[src/rtl/axi_write_master_if.sv]
// axi_write_master_if: AXI4 write-address, write-data and write-response channel bundle
interface axi_write_master_if #(
  parameter int ADDR_W = 32,
  parameter int DATA_W = 32,
  parameter int ID_W   = 4
) ();
  logic [ID_W-1:0]     M_AXI_AWID;
  logic [ADDR_W-1:0]   M_AXI_AWADDR;
  logic [7:0]          M_AXI_AWLEN;
  logic [2:0]          M_AXI_AWSIZE;
  logic [1:0]          M_AXI_AWBURST;
  logic                M_AXI_AWVALID;
  logic                M_AXI_AWREADY;
  logic [DATA_W-1:0]   M_AXI_WDATA;
  logic [DATA_W/8-1:0] M_AXI_WSTRB;
  logic                M_AXI_WLAST;
  logic                M_AXI_WVALID;
  logic                M_AXI_WREADY;
  logic [1:0]          M_AXI_BRESP;
  logic                M_AXI_BVALID;
  logic                M_AXI_BREADY;
  modport master (
    output M_AXI_AWID, M_AXI_AWADDR, M_AXI_AWLEN, M_AXI_AWSIZE, M_AXI_AWBURST, M_AXI_AWVALID,
    output M_AXI_WDATA, M_AXI_WSTRB, M_AXI_WLAST, M_AXI_WVALID, M_AXI_BREADY,
    input  M_AXI_AWREADY, M_AXI_WREADY, M_AXI_BRESP, M_AXI_BVALID
  );
  modport slave (
    input  M_AXI_AWID, M_AXI_AWADDR, M_AXI_AWLEN, M_AXI_AWSIZE, M_AXI_AWBURST, M_AXI_AWVALID,
    input  M_AXI_WDATA, M_AXI_WSTRB, M_AXI_WLAST, M_AXI_WVALID, M_AXI_BREADY,
    output M_AXI_AWREADY, M_AXI_WREADY, M_AXI_BRESP, M_AXI_BVALID
  );
endinterface

[src/rtl/axi_write_master.sv]
// axi_write_master: issues one AXI4 write burst per descriptor, draining a show-ahead FIFO
module axi_write_master #(
  parameter int C_M_AXI_ADDR_WIDTH = 32,
  parameter int C_M_AXI_DATA_WIDTH = 32,
  parameter int C_M_AXI_ID_WIDTH   = 4
) (
  input  logic                          AXI_aclk,
  input  logic                          AXI_aresetn,
  input  logic [C_M_AXI_ADDR_WIDTH-1:0] dst_addr,
  input  logic [1:0]                    burst_type,
  input  logic [2:0]                    burst_size,
  input  logic [8:0]                    beats,
  input  logic                          start_write,
  output logic                          write_transaction_completed,
  output logic                          write_resp_error,
  output logic                          busy,
  input  logic [C_M_AXI_DATA_WIDTH-1:0] fifo_rdata,
  input  logic                          fifo_empty,
  output logic                          fifo_rd_en,
  axi_write_master_if.master            m_axi
);
  typedef enum logic [2:0] {IDLE, ADDR, DATA, RESP, DONE} state_e;
  state_e                        state_q, state_d;
  logic [C_M_AXI_ADDR_WIDTH-1:0] addr_q, addr_d;
  logic [1:0]                    burst_q, burst_d;
  logic [2:0]                    size_q, size_d;
  logic [7:0]                    len_q, len_d;
  logic [8:0]                    rem_q, rem_d;
  logic                          err_q, err_d;
  logic                          legal, w_hs;
  assign legal = (beats != 9'd0) && (beats <= 9'd256);
  assign w_hs  = m_axi.M_AXI_WVALID && m_axi.M_AXI_WREADY;
  always_ff @(posedge AXI_aclk or negedge AXI_aresetn) begin
    if (!AXI_aresetn) begin
      state_q <= IDLE;
      addr_q  <= '0;
      burst_q <= '0;
      size_q  <= '0;
      len_q   <= '0;
      rem_q   <= '0;
      err_q   <= 1'b0;
    end else begin
      state_q <= state_d;
      addr_q  <= addr_d;
      burst_q <= burst_d;
      size_q  <= size_d;
      len_q   <= len_d;
      rem_q   <= rem_d;
      err_q   <= err_d;
    end
  end
  always_comb begin
    state_d = state_q;
    addr_d  = addr_q;
    burst_d = burst_q;
    size_d  = size_q;
    len_d   = len_q;
    rem_d   = rem_q;
    err_d   = err_q;
    case (state_q)
      IDLE: if (start_write) begin
        state_d = legal ? ADDR : DONE;
        err_d   = !legal;
        if (legal) begin
          addr_d  = dst_addr;
          burst_d = burst_type;
          size_d  = burst_size;
          len_d   = 8'(beats - 9'd1);
          rem_d   = beats;
        end
      end
      ADDR: state_d = m_axi.M_AXI_AWREADY ? DATA : ADDR;
      DATA: if (w_hs) begin
        rem_d   = (rem_q != 9'd0) ? rem_q - 9'd1 : 9'd0;
        state_d = (rem_q == 9'd1) ? RESP : DATA;
      end
      RESP: if (m_axi.M_AXI_BVALID) begin
        err_d   = m_axi.M_AXI_BRESP != 2'b00;
        state_d = DONE;
      end
      default: state_d = IDLE;
    endcase
  end
  assign m_axi.M_AXI_AWID    = {C_M_AXI_ID_WIDTH{1'b0}};
  assign m_axi.M_AXI_AWADDR  = addr_q;
  assign m_axi.M_AXI_AWLEN   = len_q;
  assign m_axi.M_AXI_AWSIZE  = size_q;
  assign m_axi.M_AXI_AWBURST = burst_q;
  assign m_axi.M_AXI_AWVALID = state_q == ADDR;
  // data path is gated outside DATA so the bus reads all-zero when idle or in reset
  assign m_axi.M_AXI_WVALID  = (state_q == DATA) && !fifo_empty;
  assign m_axi.M_AXI_WDATA   = (state_q == DATA) ? fifo_rdata : '0;
  assign m_axi.M_AXI_WSTRB   = {(C_M_AXI_DATA_WIDTH/8){state_q == DATA}};
  assign m_axi.M_AXI_WLAST   = (state_q == DATA) && (rem_q == 9'd1);
  assign m_axi.M_AXI_BREADY  = state_q == RESP;
  assign fifo_rd_en                  = w_hs;
  assign write_transaction_completed = state_q == DONE;
  assign write_resp_error            = (state_q == DONE) && err_q;
  assign busy                        = state_q != IDLE;
endmodule
[src/flat_wrapper.sv]
// flat-port wrapper written by rule: the top's interface ports become plain ports
module axi_write_master_flat 
#(
  parameter int C_M_AXI_ADDR_WIDTH = 32,
  parameter int C_M_AXI_DATA_WIDTH = 32,
  parameter int C_M_AXI_ID_WIDTH   = 4
)
  (AXI_aclk, AXI_aresetn, dst_addr, burst_type, burst_size, beats, start_write, write_transaction_completed, write_resp_error, busy, fifo_rdata, fifo_empty, fifo_rd_en, m_axi_M_AXI_AWID, m_axi_M_AXI_AWADDR, m_axi_M_AXI_AWLEN, m_axi_M_AXI_AWSIZE, m_axi_M_AXI_AWBURST, m_axi_M_AXI_AWVALID, m_axi_M_AXI_WDATA, m_axi_M_AXI_WSTRB, m_axi_M_AXI_WLAST, m_axi_M_AXI_WVALID, m_axi_M_AXI_BREADY, m_axi_M_AXI_AWREADY, m_axi_M_AXI_WREADY, m_axi_M_AXI_BRESP, m_axi_M_AXI_BVALID);
  axi_write_master_if m_axi_i ();
  input  logic AXI_aclk;
  input  logic AXI_aresetn;
  input  logic [C_M_AXI_ADDR_WIDTH-1:0] dst_addr;
  input  logic [1:0] burst_type;
  input  logic [2:0] burst_size;
  input  logic [8:0] beats;
  input  logic start_write;
  output logic write_transaction_completed;
  output logic write_resp_error;
  output logic busy;
  input  logic [C_M_AXI_DATA_WIDTH-1:0] fifo_rdata;
  input  logic fifo_empty;
  output logic fifo_rd_en;
  output wire logic [$bits(m_axi_i.M_AXI_AWID)-1:0] m_axi_M_AXI_AWID;
  output wire logic [$bits(m_axi_i.M_AXI_AWADDR)-1:0] m_axi_M_AXI_AWADDR;
  output wire logic [$bits(m_axi_i.M_AXI_AWLEN)-1:0] m_axi_M_AXI_AWLEN;
  output wire logic [$bits(m_axi_i.M_AXI_AWSIZE)-1:0] m_axi_M_AXI_AWSIZE;
  output wire logic [$bits(m_axi_i.M_AXI_AWBURST)-1:0] m_axi_M_AXI_AWBURST;
  output wire logic [$bits(m_axi_i.M_AXI_AWVALID)-1:0] m_axi_M_AXI_AWVALID;
  output wire logic [$bits(m_axi_i.M_AXI_WDATA)-1:0] m_axi_M_AXI_WDATA;
  output wire logic [$bits(m_axi_i.M_AXI_WSTRB)-1:0] m_axi_M_AXI_WSTRB;
  output wire logic [$bits(m_axi_i.M_AXI_WLAST)-1:0] m_axi_M_AXI_WLAST;
  output wire logic [$bits(m_axi_i.M_AXI_WVALID)-1:0] m_axi_M_AXI_WVALID;
  output wire logic [$bits(m_axi_i.M_AXI_BREADY)-1:0] m_axi_M_AXI_BREADY;
  input wire logic [$bits(m_axi_i.M_AXI_AWREADY)-1:0] m_axi_M_AXI_AWREADY;
  input wire logic [$bits(m_axi_i.M_AXI_WREADY)-1:0] m_axi_M_AXI_WREADY;
  input wire logic [$bits(m_axi_i.M_AXI_BRESP)-1:0] m_axi_M_AXI_BRESP;
  input wire logic [$bits(m_axi_i.M_AXI_BVALID)-1:0] m_axi_M_AXI_BVALID;
  assign m_axi_M_AXI_AWID = m_axi_i.M_AXI_AWID;
  assign m_axi_M_AXI_AWADDR = m_axi_i.M_AXI_AWADDR;
  assign m_axi_M_AXI_AWLEN = m_axi_i.M_AXI_AWLEN;
  assign m_axi_M_AXI_AWSIZE = m_axi_i.M_AXI_AWSIZE;
  assign m_axi_M_AXI_AWBURST = m_axi_i.M_AXI_AWBURST;
  assign m_axi_M_AXI_AWVALID = m_axi_i.M_AXI_AWVALID;
  assign m_axi_M_AXI_WDATA = m_axi_i.M_AXI_WDATA;
  assign m_axi_M_AXI_WSTRB = m_axi_i.M_AXI_WSTRB;
  assign m_axi_M_AXI_WLAST = m_axi_i.M_AXI_WLAST;
  assign m_axi_M_AXI_WVALID = m_axi_i.M_AXI_WVALID;
  assign m_axi_M_AXI_BREADY = m_axi_i.M_AXI_BREADY;
  assign m_axi_i.M_AXI_AWREADY = m_axi_M_AXI_AWREADY;
  assign m_axi_i.M_AXI_WREADY = m_axi_M_AXI_WREADY;
  assign m_axi_i.M_AXI_BRESP = m_axi_M_AXI_BRESP;
  assign m_axi_i.M_AXI_BVALID = m_axi_M_AXI_BVALID;
  axi_write_master #(.C_M_AXI_ADDR_WIDTH(C_M_AXI_ADDR_WIDTH), .C_M_AXI_DATA_WIDTH(C_M_AXI_DATA_WIDTH), .C_M_AXI_ID_WIDTH(C_M_AXI_ID_WIDTH)) u_core (.AXI_aclk(AXI_aclk), .AXI_aresetn(AXI_aresetn), .dst_addr(dst_addr), .burst_type(burst_type), .burst_size(burst_size), .beats(beats), .start_write(start_write), .write_transaction_completed(write_transaction_completed), .write_resp_error(write_resp_error), .busy(busy), .fifo_rdata(fifo_rdata), .fifo_empty(fifo_empty), .fifo_rd_en(fifo_rd_en), .m_axi(m_axi_i));
endmodule
[config.mk]
export PLATFORM = sky130hd
export DESIGN_NAME = axi_write_master_flat
export DESIGN_NICKNAME = d
export VERILOG_FILES = /design/src/rtl/axi_write_master_if.sv /design/src/rtl/axi_write_master.sv /design/src/flat_wrapper.sv
export SDC_FILE = /design/constraint.sdc
export NUM_CORES = 1
export LEC_CHECK = 0
export BUFFER_PORTS_ARGS = -buffer_cell sky130_fd_sc_hd__clkbuf_2
export CORE_MARGIN = 2
export CORE_UTILIZATION = 40
export DETAILED_ROUTE_END_ITERATION = 10
export GPL_TIMING_DRIVEN = 0
export PLACE_DENSITY = 0.77
export SYNTH_ARGS = -nofsm -noshare
export SYNTH_HDL_FRONTEND = slang
export SYNTH_SLANG_ARGS = --single-unit
[constraint.sdc]
create_clock -name AXI_aclk -period 1.94 [get_ports AXI_aclk]
set_clock_uncertainty 0.2 [all_clocks]
set_input_delay 0.097 -clock AXI_aclk [delete_from_list [all_inputs] [get_ports AXI_aclk]]
set_output_delay 0.097 -clock AXI_aclk [all_outputs]
set_load 0.005 [all_outputs]
# Yosys cells after proc, flatten, opt, wreduce, memory -nomap -nowiden

Index checks and enable logic that the tools add are counted.

Register bits after elaboration: 58
Output and inout bits: 93
Input bits: 87
Logic and storage cells: 53

Multiplexer cells: 16
Add/sub/neg operators: 2
Eq/ne operators: 9
Reductions and logical operators: 18
Order comparisons: 1

Operators by type and width:

| kind                                                  | number |
|---|---|
| two-way mux 9 bit                                     | 4 |
| two-way mux 32 bit                                    | 1 |
| one-hot mux 9 bit (2 select lines)                    | 1 |
| nonzero test 9 bit                                    | 2 |
| two-way mux 3 bit                                     | 4 |
| one-hot mux 3 bit (4 select lines)                    | 1 |
| == test 9 x 1 -> 1 bit, second input constant         | 1 |
| <= comparator 9 bit, second input constant            | 1 |
| AND reduction 3 bit                                   | 3 |
| subtractor 9 x 1 -> 9 bit, second input constant      | 1 |
| subtractor 8 x 1 -> 8 bit, second input constant      | 1 |
| == test 3 x 2 -> 1 bit, second input constant         | 2 |
| nonzero test 2 bit                                    | 3 |
| logical AND 1 bit                                     | 5 |
| inequality test 2 x 1 -> 1 bit, second input constant | 2 |
| inequality test 2 bit, second input constant          | 2 |
| AND reduction 4 bit                                   | 1 |
| == test 3 x 1 -> 1 bit, second input constant         | 1 |
| == test 3 bit, second input constant                  | 1 |
| logical NOT 3 bit                                     | 1 |
| two-way mux 1 bit                                     | 3 |
| nonzero test 3 bit                                    | 1 |
| logical NOT 1 bit                                     | 2 |
| two-way mux 2 bit                                     | 1 |
| one-hot mux 1 bit (2 select lines)                    | 1 |

# Depth between registers and ports, before layout

Depth after elaboration: 5
Gate-level depth with buffers: 9
Gate-level depth less buffers: 7

# Worst setup path before layout

No wires, ideal clock.

Kind: register to register
Start: register u_core.rem_q[1]
End: register u_core.rem_q[1]
Buffers on the path: 0
Library setup time: 0.122 ns
Clock period less this slack: 2.148 ns
Cell stages (with the launch flop): 8
Required time: 1.618 ns
Slack: -0.208 ns
Data arrival time: 1.827 ns
Path through: dfrtp_1 inv_1 ha_1 or4b_2 o21ai_1 o22ai_1 nor2_1 a21oi_2

Word-level cells in the longest chain between the ends: 4
Elaborated cells between the ends (all ways): 5
Those cells by class: 1 x add/sub; 3 x mux; 1 x reduce/logical

Ends and longest elaborated chain:

| what                                                            | RTL line               | source |
|---|---|---|
| start, declared                                                 | axi_write_master.sv:28 | `logic [8:0] rem_q, rem_d;` |
| start signal, assigned                                          | axi_write_master.sv:48 | `rem_q <= rem_d;` |
| subtractor 9 x 1 -> 9 bit or nonzero test 9 bit (tied branches) | axi_write_master.sv:74 | `rem_d = (rem_q != 9'd0) ? rem_q - 9'd1 : 9'd0;` |
| two-way mux 9 bit *                                             | axi_write_master.sv:74 |  |
| two-way mux 9 bit *                                             | axi_write_master.sv:73 | `DATA: if (w_hs) begin` |
| one-hot mux 9 bit (2 select lines) *                            | axi_write_master.sv:60 | `case (state_q)` |

Every way passes the cells marked *; elsewhere a longest branch is shown, timed or not. The select of a mux whose other input is x is not followed.
A chain may end at the register's enable or synchronous reset.

# Final worst setup path

Start: register u_core.rem_q[7]
End: output m_axi_M_AXI_WLAST

Word-level cells in the longest chain between the ends: 2

Ends and longest elaborated chain:

| what                   | RTL line               | source |
|---|---|---|
| == test 9 x 1 -> 1 bit | axi_write_master.sv:94 | `assign m_axi.M_AXI_WLAST = (state_q == DATA) && (rem_q == 9'd1);` |
| logical AND 1 bit      | axi_write_master.sv:94 |  |
| end, declared          | flat_wrapper.sv:31     | `output wire logic [$bits(m_axi_i.M_AXI_WLAST)-1:0] m_axi_M_AXI_WLAST;` |

Every way passes these cells.

==> metrics.txt <==
failing checks=hold timing, setup timing; Die Span Y=93.2 µm; total grt overflow=0; WL met2=6840 µm; WP buf/inv=1; commonest non-fill, non-tap cells in the layout=149 x clkbuf_2, 54 x dfrtp_1, 53 x dlygate4sd3_1; drt first-iter violations=232; Post-synth ARST share=1.00; Post-Route WL=12900 µm; fin crit share=1.09; Post-DRT Antenna Nets=0; hpwl dp=6590 µm; Worst slew margin=0.461; Pwr Density=1380 mW/mm²; Peak supply drop=508 µV; cell area after synthesis=0.00319 mm²; register area share after synthesis=0.456; first-pass GRT wire length=18200 µm; largest net degree at the start of global routing=59; CP startpoint kind=flop; cells on worst reg2reg path=7; RSZ-0062 raised after global routing=true; crit path max fanout=2; layout net count=656; Ys Warns=0; status=finished with violations; P_int=5.32 mW; Worst-Margin Slew=0.808 ns; Reg power frac=0.281; routed length on met3=1160 µm; routed vias/inst=5.15; endpoints failing hold=1; Worst setup EP type=output pin; fraction of layout cells with a size suffix above 1=0.627; die area=0.00869 mm²; # IOs=180; highest metal used=met4; worst hold start=beats[5]; port bufs=175; Synth Flop Type=dfrtp_1; vias in the first global route=3459; die width=93.2 µm; sink of the worst hold path=u_core.m_axi.M_AXI_AWLEN[6]; worst path arrival time=1.82 ns; core footprint=0.00773 mm²; Worst Setup SP=u_core.rem_q[7]; most common cell after layout, fill and taps aside=clkbuf_2; Sw Ratio=0.351; DRC=0; CP required=1.64 ns; CTS tree=built; final worst slack=-0.173 ns; starting density of the core=0.412; Static Leak=3.06 nW; initial antenna violation count=0; #FFs+latches synth=58; worst skew pair latency=0.34 ns; Seq. cell area=0.00146 mm²; Std-Cell Rows=32; worst reg2reg startpoint=u_core.rem_q[1]; terminus of the critical flop-to-flop path=u_core.rem_q[4]; combinational fraction of design power=0.547; sw power=2.88 mW; GRT Total Usage=0.274; Non-Filler Instances=671; worst-case clock buffer depth=2; CTS Buf Count=9; wire per inst=19.2 µm; Final Setup Violations=72; clock slew at reported path FFs=0.08 ns; number of flops mapped to enable cells by yosys=0; FMAX=0.473 GHz; Synth Instances=283; reg2reg setup slack=-0.12 ns; Post-Place Cells=563; Area Growth Syn to Fin=87.0%; Total Power=8.21 mW; met1 WL=4570 µm; CP top delay family=simple AND/OR/NAND/NOR gates; syn avg cell area=11.3 µm²; gpl congestion=0.852; CP cell instances=or4_4 -> nor4_4 -> and3_4 -> buf_6; Max-Cap Viols=0; DP Area=0.00423 mm²; final instance area=0.00596 mm²; htree depth=3; kind of critical path=reg2out; CTS root buf=clkbuf_8; Clock power frac=0.172; HP Class=in2reg; via count=3457; slowest CP cell=or4_4; area of the multi-input gates=0.00177 mm²; fin. max-slew vios=0; TritonRoute pass-1 iters=4; Min Hold Slack=-0.00236 ns; Cell variety after synth=47; fillers=401; hold depth=5; n_diodes=0; Sink Count=58; max incr delay on CP=0.57 ns; Final Critical Period=2.11 ns
## logic make-up after synthesis
kind of cell,after synthesis,share of synthesized area
AOI/OAI and AO/OA,47,0.0821
xor gates and xnor gates,6,0.0165
adders and majority gates,5,0.0196
buffers and inverters,29,0.0640
DFF,58,0.456
muxes,38,0.173
other,1,0.00118
and+or+nand+nor,99,0.188
## routing by layer
metal	global-route usage	vias up
met1	0.298	1667
li1	-	1533
met3	0.0653	39
met2	0.518	218
met5	0	-
met4	0.0907	0
## worst register-to-register path, stage by stage, from the launching register on
cell,delay (ns)
dfrtp_1,0.40
inv_2,0.10
ha_4,0.13
or4b_4,0.50
o21ai_4,0.30
nor2_1,0.08
o21ai_1,0.14
o21ai_1,0.10
## layout make-up
cell class	instances	area share
clock inverters	7	0.0210
inverters	9	0.00777
multi-input cells	199	0.297
well taps	102	0.0214
clock buffers	9	0.0208
plain buffers	17	0.0353
repair buffers	270	0.352
flip-flops and latches	58	0.245
## power groups by stage
stage | Sequential (mW) | Clock, mW | Combinational [mW]
5_1_grt | 2.35 | 1.48 | 4.77
3_3_place_gp | 2.17 | 0 | 2.76
4_1_cts | 2.22 | 1.40 | 3.59
6_report | 2.30 | 1.41 | 4.49
2_1_floorplan | 2.21 | 0 | 1.66
3_5_place_dp | 2.23 | 0 | 2.81
## synth_stat cells, types with 3 or more instances
master,count,share of area
nand2_1,13,0.015
a21oi_1,12,0.019
nor4_1,3,0.0059
nor3_1,4,0.0063
inv_1,9,0.011
xor2_1,3,0.0082
clkbuf_1,6,0.0071
dfrtp_1,58,0.46
nor2_1,19,0.022
buf_4,8,0.019
buf_12,3,0.019
o21ai_0,24,0.038
nand3b_1,3,0.0071
nor3b_1,5,0.012
ha_1,5,0.020
mux2_2,4,0.014
and2_1,35,0.069
mux2_4,33,0.16
xnor2_1,3,0.0082
## state kept, by name, indices dropped and copies added, names as in the netlist
name,flops
u_core.m_axi.M_AXI_AWADDR,32
u_core.rem_q,9
u_core.m_axi.M_AXI_AWLEN,8
u_core.m_axi.M_AXI_AWSIZE,3
u_core.state_q,3
u_core.m_axi.M_AXI_AWBURST,2
u_core.err_q,1
## worst max-delay path by stage
stage / to / slack [ns] / cells past startpoint
2_1_floorplan: u_core.m_axi.M_AXI_AWADDR[0] / -0.05 / 5
3_3_place_gp: m_axi_M_AXI_WDATA[25] / -0.41 / 8
3_5_place_dp: m_axi_M_AXI_WDATA[25] / -0.51 / 8
4_1_cts: m_axi_M_AXI_WLAST / -0.16 / 4
5_1_grt: u_core.rem_q[4] / -0.24 / 7
6_report: m_axi_M_AXI_WLAST / -0.17 / 4
## through the flow
step                TNS [ns]  setup WS (ns)  utilization
finish                 -2.71         -0.173        0.771
global route           -5.54         -0.242        0.771
CTS                    -3.21         -0.158        0.710
detailed placement    -28.42         -0.508        0.548
global placement      -25.05         -0.406        0.547
floorplan              -1.93        -0.0501            -
## what timing repair did
action | CTS | global route
cloned | 4 | 4
pin swaps | 8 | 40
hold endpoints to repair | 113 | 0
buffers inserted | 28 | 8
hold buffers | 53 | 0
gates resized for setup | 46 | 119
endpoints found under the setup margin | 91 | 90
Power figures use the tool's default switching activity.
